File: src/rtl/load_store_unit.sv
// load_store_unit: data-memory access sequencer for the RV32I core.
// Accepts a load/store from the ALU stage, checks FUNCT3 and alignment,
// issues a single-outstanding MEM_REQ/MEM_ACK transaction and returns the
// sign/zero-extended load result.
// Build option: define LSU_TIMEOUT_EN to abandon a request after WAIT_MAX
// cycles without MEM_ACK (ERR_CODE=10). Without it REQ waits indefinitely.
// Handshake: MEM_REQ is held high with all MEM_* outputs stable until a cycle
// in which MEM_ACK=1 is sampled; that edge completes the transfer. MEM_ACK
// outside REQ is ignored. START is only sampled while BUSY=0.
module load_store_unit #(
   parameter int unsigned WAIT_MAX = 15
) (
   input  logic        clk,
   input  logic        reset,
   input  logic        START,
   input  logic [6:0]  OPCODE,
   input  logic [2:0]  FUNCT3,
   input  logic [31:0] ADDR,
   input  logic [31:0] STORE_DATA,
   output logic        BUSY,
   output logic        DONE,
   output logic [1:0]  ERR_CODE,
   output logic [31:0] LOAD_DATA,
   output logic        MEM_REQ,
   output logic        MEM_WE,
   output logic [31:0] MEM_ADDR,
   output logic [3:0]  MEM_BE,
   output logic [31:0] MEM_WDATA,
   input  logic [31:0] MEM_RDATA,
   input  logic        MEM_ACK,
   output logic [1:0]  DBG_STATE
);

   localparam logic [6:0] OP_LOAD  = 7'b0000011;
   localparam logic [6:0] OP_STORE = 7'b0100011;

   typedef enum logic [1:0] {
      ST_IDLE = 2'd0,
      ST_REQ  = 2'd1,
      ST_RESP = 2'd2
   } state_t;

   state_t      r_state;
   logic        r_busy;
   logic        r_done;
   logic [1:0]  r_err;
   logic [31:0] r_load_data;
   logic        r_mem_req;
   logic        r_mem_we;
   logic [31:0] r_mem_addr;
   logic [3:0]  r_mem_be;
   logic [31:0] r_mem_wdata;
   logic [2:0]  r_funct3;
   logic [1:0]  r_off;

`ifdef LSU_TIMEOUT_EN
   localparam logic [7:0] LP_WAIT_LAST = 8'(WAIT_MAX - 1);
   logic [7:0]  r_wait_cnt;
`else
   logic        w_unused_cfg;
   assign w_unused_cfg = ^8'(WAIT_MAX);
`endif

   logic        w_is_load;
   logic        w_is_store;
   logic        w_valid_op;
   logic        w_f3_legal;
   logic        w_misaligned;
   logic [3:0]  w_be;
   logic [31:0] w_wdata;
   logic [7:0]  w_rd_byte;
   logic [15:0] w_rd_half;
   logic [31:0] w_load_ext;

   assign w_is_load  = (OPCODE == OP_LOAD);
   assign w_is_store = (OPCODE == OP_STORE);
   assign w_valid_op = w_is_load | w_is_store;

   // Decode FUNCT3 legality, alignment, byte enables and replicated store data
   always_comb begin
      w_f3_legal   = 1'b0;
      w_misaligned = 1'b0;
      w_be         = 4'b0000;
      w_wdata      = 32'h0;
      case (FUNCT3)
         3'b000:  w_f3_legal = 1'b1;
         3'b001:  w_f3_legal = 1'b1;
         3'b010:  w_f3_legal = 1'b1;
         3'b100:  w_f3_legal = w_is_load;
         3'b101:  w_f3_legal = w_is_load;
         default: w_f3_legal = 1'b0;
      endcase
      case (FUNCT3[1:0])
         2'b01:   w_misaligned = ADDR[0];
         2'b10:   w_misaligned = (ADDR[1:0] != 2'b00);
         default: w_misaligned = 1'b0;
      endcase
      if (w_is_store) begin
         case (FUNCT3[1:0])
            2'b00: begin
               w_be    = 4'b0001 << ADDR[1:0];
               w_wdata = {4{STORE_DATA[7:0]}};
            end
            2'b01: begin
               w_be    = 4'b0011 << {ADDR[1], 1'b0};
               w_wdata = {2{STORE_DATA[15:0]}};
            end
            default: begin
               w_be    = 4'b1111;
               w_wdata = STORE_DATA;
            end
         endcase
      end
   end

   // Extract and extend the load lane using the offset/width latched at issue
   always_comb begin
      w_rd_byte  = MEM_RDATA[8*r_off +: 8];
      w_rd_half  = MEM_RDATA[16*r_off[1] +: 16];
      w_load_ext = MEM_RDATA;
      case (r_funct3)
         3'b000:  w_load_ext = {{24{w_rd_byte[7]}}, w_rd_byte};
         3'b001:  w_load_ext = {{16{w_rd_half[15]}}, w_rd_half};
         3'b100:  w_load_ext = {24'h0, w_rd_byte};
         3'b101:  w_load_ext = {16'h0, w_rd_half};
         default: w_load_ext = MEM_RDATA;
      endcase
   end

   // Sequencer FSM with all outputs registered
   always_ff @(posedge clk) begin
      if (reset) begin
         r_state     <= ST_IDLE;
         r_busy      <= 1'b0;
         r_done      <= 1'b0;
         r_err       <= 2'b00;
         r_load_data <= 32'h0;
         r_mem_req   <= 1'b0;
         r_mem_we    <= 1'b0;
         r_mem_addr  <= 32'h0;
         r_mem_be    <= 4'b0000;
         r_mem_wdata <= 32'h0;
         r_funct3    <= 3'b000;
         r_off       <= 2'b00;
`ifdef LSU_TIMEOUT_EN
         r_wait_cnt  <= 8'd0;
`endif
      end else begin
         case (r_state)
            ST_IDLE: begin
               r_done <= 1'b0;
               if (START && w_valid_op) begin
                  r_busy <= 1'b1;
                  if (!w_f3_legal) begin
                     r_state <= ST_RESP;
                     r_done  <= 1'b1;
                     r_err   <= 2'b11;
                  end else if (w_misaligned) begin
                     r_state <= ST_RESP;
                     r_done  <= 1'b1;
                     r_err   <= 2'b01;
                  end else begin
                     r_state     <= ST_REQ;
                     r_mem_req   <= 1'b1;
                     r_mem_we    <= w_is_store;
                     r_mem_addr  <= {ADDR[31:2], 2'b00};
                     r_mem_be    <= w_be;
                     r_mem_wdata <= w_wdata;
                     r_funct3    <= FUNCT3;
                     r_off       <= ADDR[1:0];
`ifdef LSU_TIMEOUT_EN
                     r_wait_cnt  <= 8'd0;
`endif
                  end
               end
            end
            ST_REQ: begin
               if (MEM_ACK) begin
                  r_state   <= ST_RESP;
                  r_mem_req <= 1'b0;
                  r_done    <= 1'b1;
                  r_err     <= 2'b00;
                  if (!r_mem_we) begin
                     r_load_data <= w_load_ext;
                  end
               end
`ifdef LSU_TIMEOUT_EN
               else if (r_wait_cnt == LP_WAIT_LAST) begin
                  r_state   <= ST_RESP;
                  r_mem_req <= 1'b0;
                  r_done    <= 1'b1;
                  r_err     <= 2'b10;
               end else begin
                  r_wait_cnt <= r_wait_cnt + 8'd1;
               end
`endif
            end
            ST_RESP: begin
               r_state <= ST_IDLE;
               r_done  <= 1'b0;
               r_busy  <= 1'b0;
            end
            default: begin
               r_state   <= ST_IDLE;
               r_done    <= 1'b0;
               r_busy    <= 1'b0;
               r_mem_req <= 1'b0;
            end
         endcase
      end
   end

   assign BUSY      = r_busy;
   assign DONE      = r_done;
   assign ERR_CODE  = r_err;
   assign LOAD_DATA = r_load_data;
   assign MEM_REQ   = r_mem_req;
   assign MEM_WE    = r_mem_we;
   assign MEM_ADDR  = r_mem_addr;
   assign MEM_BE    = r_mem_be;
   assign MEM_WDATA = r_mem_wdata;
   assign DBG_STATE = r_state;

endmodule

File: config.mk
export PLATFORM = sky130hd
export DESIGN_NAME = load_store_unit
export DESIGN_NICKNAME = d
export VERILOG_FILES = /design/src/rtl/load_store_unit.sv
export SDC_FILE = /design/constraint.sdc
export NUM_CORES = 1
export LEC_CHECK = 0
export ABC_AREA = 1
export BUFFER_PORTS_ARGS = -buffer_cell sky130_fd_sc_hd__buf_2
export CAP_MARGIN = 25
export CORE_ASPECT_RATIO = 1.75
export CORE_MARGIN = 4
export CORE_UTILIZATION = 48
export DETAILED_ROUTE_END_ITERATION = 10
export PLACE_DENSITY_LB_ADDON = 0.3
export SYNTH_ARGS = -nofsm -noshare
export SYNTH_HDL_FRONTEND = slang
export SYNTH_SLANG_ARGS = --single-unit
File: constraint.sdc
create_clock -name clk -period 2 [get_ports clk]
set_input_delay 0.5 -clock clk [delete_from_list [all_inputs] [get_ports clk]]
set_output_delay 0.5 -clock clk [all_outputs]
set_load 0.01 [all_outputs]
Yosys cells after proc, flatten, opt, wreduce, memory -nomap -nowiden
Cells that the tools add are included.
W data, S select, Z words.
{ "totals": {"ff_bits": 111, "latch_bits": 0, "ramBits": 0, "mem_bits_ro": 0, "in_bits": 110, "output_inout_bits": 108, "elab_cells": 83, "mem_count": 0} }
{ "op_classes": {"addsub": 0, "multipliers": 0, "div": 0, "magnitude_cmp": 0, "n_eq_ne": 18, "shifts": 4, "n_mux": 29, "n_bitwise": 5, "reduce_logical": 15} }
{ "ops": {"columns": ["operator", "n"], "rows": [
  ["$pmux W32 S4", 1],
  ["$pmux W32 S2", 1],
  ["$mux W32", 1],
  ["$shiftx A32 B6 Y16", 1],
  ["$shiftx A32 B6 Y8", 1],
  ["$mux W2", 8],
  ["$eq A3 B3 Y1 const B", 4],
  ["$mux W1", 9],
  ["$ne A2 B2 Y1 const B", 4],
  ["$pmux W1 S2", 4],
  ["$pmux W2 S2", 2],
  ["$pmux W4 S2", 1],
  ["$reduce_and A4 Y1", 2],
  ["$eq A7 B2 Y1 const B", 1],
  ["$eq A7 B6 Y1 const B", 1],
  ["$eq A3 B1 Y1 const B", 2],
  ["$logic_not A3 Y1", 2],
  ["$reduce_and A5 Y1", 1],
  ["$eq A2 B1 Y1 const B", 2],
  ["$eq A2 B2 Y1 const B", 2],
  ["$logic_not A2 Y1", 2],
  ["$mux W4", 1],
  ["$not A1 Y1", 4],
  ["$reduce_and A2 Y1", 2],
  ["11 further kinds", 12]
]} }

Logic depth before layout (Yosys ltp)
{ "depth": {"word_depth": 6, "ltp_mapped": 11, "depth_no_buf": 10} }

Worst setup path after synthesis
OpenSTA, ideal clock, no wires.
{ "synth_timing": {"kind": "input port to flip-flop", "from": "input FUNCT3[0]", "to": "register r_mem_wdata[8] (netlist: MEM_WDATA[8])", "setup_ps": 132, "t_arrival_ps": 1651, "t_required_ps": 1868, "slack_ps": 217, "cell_stages": 11, "n_path_buf": 1, "path_cell_list": "inv_1 > ha_1 > nor2_2 > inv_2 > o21bai_1 > nand2_1 > nand2_2 > nor2_8 > buf_4 > nand2_1 > a21oi_1"} }
{ "synth_via": {"elab_chain_cells": 4, "elab_cells_between_ends": 16, "cone_classes": "eq/ne: 6; mux: 4; bitwise: 1; reduce/logical: 5"} }
{ "synth_lines": {"columns": ["item", "line", "source"], "rows": [
  ["from (decl)", "17", "input logic [2:0] FUNCT3,"],
  ["$eq A3 B2 Y1 (tied with other cells)", "85", "case (FUNCT3)"],
  ["$reduce_or A3 Y1 (no line) (tied with other cells)", null, null],
  ["$pmux W1 S2 or $not A1 Y1 (tied branches)", null, null],
  ["$reduce_and A4 Y1 (no line)", null, null],
  ["to (signal assigned)", "168", "r_mem_wdata <= w_wdata;"],
  ["to (decl)", "52", "logic [31:0] r_mem_wdata;"]
]} }
Parallel ways exist; a longest one is shown, timed or not.
A chain may end at the register's enable or synchronous reset.

Worst setup path in the final report
{ "layout_timing": {"from": "input FUNCT3[0]", "to": "register r_mem_addr[3] (netlist: MEM_ADDR[3])"} }
{ "layout_via": {"elab_chain_cells": 4, "elab_cells_between_ends": 13, "cone_classes": "eq/ne: 6; mux: 2; bitwise: 1; reduce/logical: 4"} }
{ "layout_lines": {"columns": ["item", "line", "source"], "rows": [
  ["$eq A3 B2 Y1 (tied with other cells)", "85", null],
  ["$reduce_or A3 Y1 (no line) (tied with other cells)", null, null],
  ["$pmux W1 S2 or $not A1 Y1 (tied branches)", null, null],
  ["$reduce_and A4 Y1 (no line) *", null, null],
  ["to (signal assigned)", "166", "r_mem_addr <= {ADDR[31:2], 2'b00};"],
  ["to (decl)", "50", "logic [31:0] r_mem_addr;"]
]} }
Every way passes the cells marked *; elsewhere a longest branch is shown, timed or not.

==> impl_metrics.json <==
{
  "hp-class": "input port to flip-flop",
  "postPlaceCellArea_sq_mm": 0.00659,
  "port_buffers": 215,
  "grt_pass1_vias": 5515,
  "setup.worst_path.start_class": "input port",
  "min_from": "ADDR[8]",
  "clk_latency_ns": 0.34,
  "antenna_found_initial": 0,
  "slew_headroom_pct": 64.7,
  "setup_tns_ns": 0,
  "r2r-end": "LOAD_DATA[25]$_SDFFE_PP0P_",
  "min_to": "MEM_ADDR[8]$_SDFFE_PP0P_",
  "worst_hold_slack_ns": 0.394,
  "clk_path_buf_depth": 2,
  "cp_max_fo": 37,
  "drt-initial-drc-count": 237,
  "path_class": "input port to flip-flop",
  "fillers": 1042,
  "crit_chain": "buf_2, inv_1, ha_1, nor2_2, inv_2, o21bai_1, nand2_1, nand3_2, buf_12, nand2_1, a21oi_1",
  "antennaDiodeCount": 0,
  "worst_pin_slew_ns": 0.529,
  "dr.pass1.iters": 5,
  "power_density_mw_per_mm2": 652,
  "ant_nets": 0,
  "ys_types": 29,
  "postCtsSetupRepairBufs": 0,
  "wl_per_cell_microns": 15.2,
  "hold_viol": 0,
  "whs_path_depth": 3,
  "numCtsBuffers": 9,
  "synth_most_common_cell": "nand2_1",
  "overflow": 0,
  "place.gp.congestion": 0.942,
  "dp_hpwl_microns": 12800,
  "netlist_top_cells_count": "nand2_1 (191), a21oi_1 (130), dfxtp_1 (111)",
  "syn2layout_area_growth_pct": 31.4,
  "synthTopCellsByArea": "dfxtp_1 (42%), nand2_1 (14%), a21oi_1 (12%)",
  "cp.required_ns": 2.27,
  "power_leakage_nw": 3.35,
  "grt_max_degree": 95,
  "final_layout_size_suffix_gt1_share_pct": 27.9,
  "ys_seq_area_share_pct": 42.2,
  "synth.avg_cell_area_sq_um": 6.72,
  "grt_pass1_wl_microns": 26600,
  "num_vias": 5801,
  "hold_buffers": 0,
  "drc": 0,
  "yosys.area.top_type": "dfxtp_1",
  "chipHeight_microns": 147,
  "final_util_pct": 64.7,
  "regArea_sq_mm": 0.00222,
  "clock-sinks": 111,
  "max_cap_viol_count": 0,
  "synth-edff-count": 0,
  "cts_tree": "done",
  "syn_area_sq_mm": 0.00526,
  "finalClockSkew_ns": 0.0106,
  "start_util_pct": 49.2,
  "clk_pin_slew_ns": 0.08,
  "cp-end-kind": "flip-flop",
  "rr_worst_depth": 7,
  "synthFlopType": "dfxtp_1",
  "rrSetupSlack_ns": 0.32,
  "setup_violations": 0,
  "root_buffer": "clkbuf_16",
  "fp.dieArea_sq_mm": 0.0128,
  "synth_warnings": 0,
  "async_flop_share_pct": 0,
  "groute.usage.overall_pct": 25.9,
  "syn_inst": 783,
  "peakVddDrop_v": 0.000551,
  "nets": 1106,
  "cpMostUsedCell": "nand2_1",
  "fin_cells": 1128,
  "ios": 218,
  "fmax_mhz": 587,
  "finalInstanceArea_sq_mm": 0.00692,
  "min_period_ns": 1.70,
  "rsz0062_at_grt": "no",
  "num_rows": 50,
  "die_w_microns": 87.2,
  "slowest_delay_ns": 0.22,
  "h-tree-depth": 3,
  "wirelength_microns": 17100,
  "dp_cells": 1112,
  "ys_ff_latch": 111,
  "finalCritPeriodShare_pct": 85.1,
  "critPathSlowestCell": "ha_1",
  "multi_input_area_sq_mm": 0.00254,
  "avgViaCountPerCell": 5.14,
  "core-area_sq_mm": 0.0107,
  "status": "complete, no violations",
  "reg2reg_from": "r_off[1]$_SDFFE_PP0P_",
  "cts_resized": 0,
  "maxSlewViolCount": 0,
  "arrival_ns": 1.98,
  "yosysTopAreaCellShare_pct": 42.2
}
[worst max-delay path, delay by kind of cell]
| family | cells | cell delay (ns) |
|---|---|---|
| adder cells (fa/ha/maj) | 1 | 0.22 |
| buffers and inverters | 4 | 0.43 |
| AO/OA/AOI/OAI | 2 | 0.28 |
| AND/OR/NAND/NOR | 4 | 0.52 |
[metrics by stage]
step	power (mW)	worst slack, ns
after floorplan	2.43	0.217
after global placement	2.64	0.0525
after detailed placement	2.64	-0.0201
after CTS	4.55	0.326
after global routing	4.68	0.139
final	4.51	0.297
[power breakdown]
| group | internal, mW | switching, mW | total [mW] |
|---|---|---|---|
| Clock | 1.02 | 0.904 | 1.92 |
| Sequential | 2.21 | 0.00140 | 2.21 |
| Combinational | 0.153 | 0.223 | 0.376 |
[per-layer routing]
layer	global-route usage (%)	routed length, microns
met1	27.7	6130
met2	48.2	9070
met3	4.29	1290
met4	11.4	631
met5	0	0
[area by class of cell]
| cell class | instances | share of cell area [%] |
|---|---|---|
| clock inverter | 7 | 1.45 |
| inverter | 63 | 3.42 |
| timing repair buffer | 249 | 20.7 |
| sequential | 111 | 32.1 |
| clock buffer | 9 | 3.26 |
| multi-input combinational | 559 | 36.7 |
| tap | 130 | 2.35 |
[state kept, by name, summed over array words and instances (netlist names), 2 cells and up]
name,count
ERR_CODE,2
LOAD_DATA,32
MEM_BE,4
MEM_ADDR,30
r_off,2
MEM_WDATA,32
r_funct3,3
DBG_STATE,2
[placed cells by master (no fill, tap or decap), types with 9 or more instances in the layout]
| cell | synthesis | layout |
|---|---|---|
| buf_2 | 11 | 215 |
| o211ai_1 | 9 | 9 |
| dfxtp_1 | 111 | 111 |
| nor2_1 | 96 | 96 |
| inv_1 | 60 | 60 |
| nand2_1 | 191 | 191 |
| clkbuf_16 | 0 | 9 |
| nand3_1 | 22 | 22 |
| buf_4 | 17 | 26 |
| o21ai_0 | 74 | 74 |
| a21oi_1 | 130 | 130 |
[cells by family after synthesis]
kind of cell	Yosys count	synth area share, %
other cells	1	0.0713
fa+ha+maj	3	0.713
simple gates	336	26.1
buf+inv	114	9.61
flops	111	42.2
compound gates	218	21.3
[how the worst max path moves through the flow]
| stage | depth (start not counted) | start | to |
|---|---|---|---|
| 2_1_floorplan | 11 | FUNCT3[0] | MEM_WDATA[8]$_SDFFE_PP0P_ |
| 3_3_place_gp | 12 | FUNCT3[0] | MEM_WDATA[11]$_SDFFE_PP0P_ |
| 3_5_place_dp | 11 | FUNCT3[0] | MEM_ADDR[5]$_SDFFE_PP0P_ |
| 4_1_cts | 11 | FUNCT3[0] | MEM_WDATA[31]$_SDFFE_PP0P_ |
| 5_1_grt | 7 | r_off[1]$_SDFFE_PP0P_ | LOAD_DATA[30]$_SDFFE_PP0P_ |
| 6_report | 11 | FUNCT3[0] | MEM_ADDR[3]$_SDFFE_PP0P_ |
Note: power is estimated with default switching activity, not from simulation.
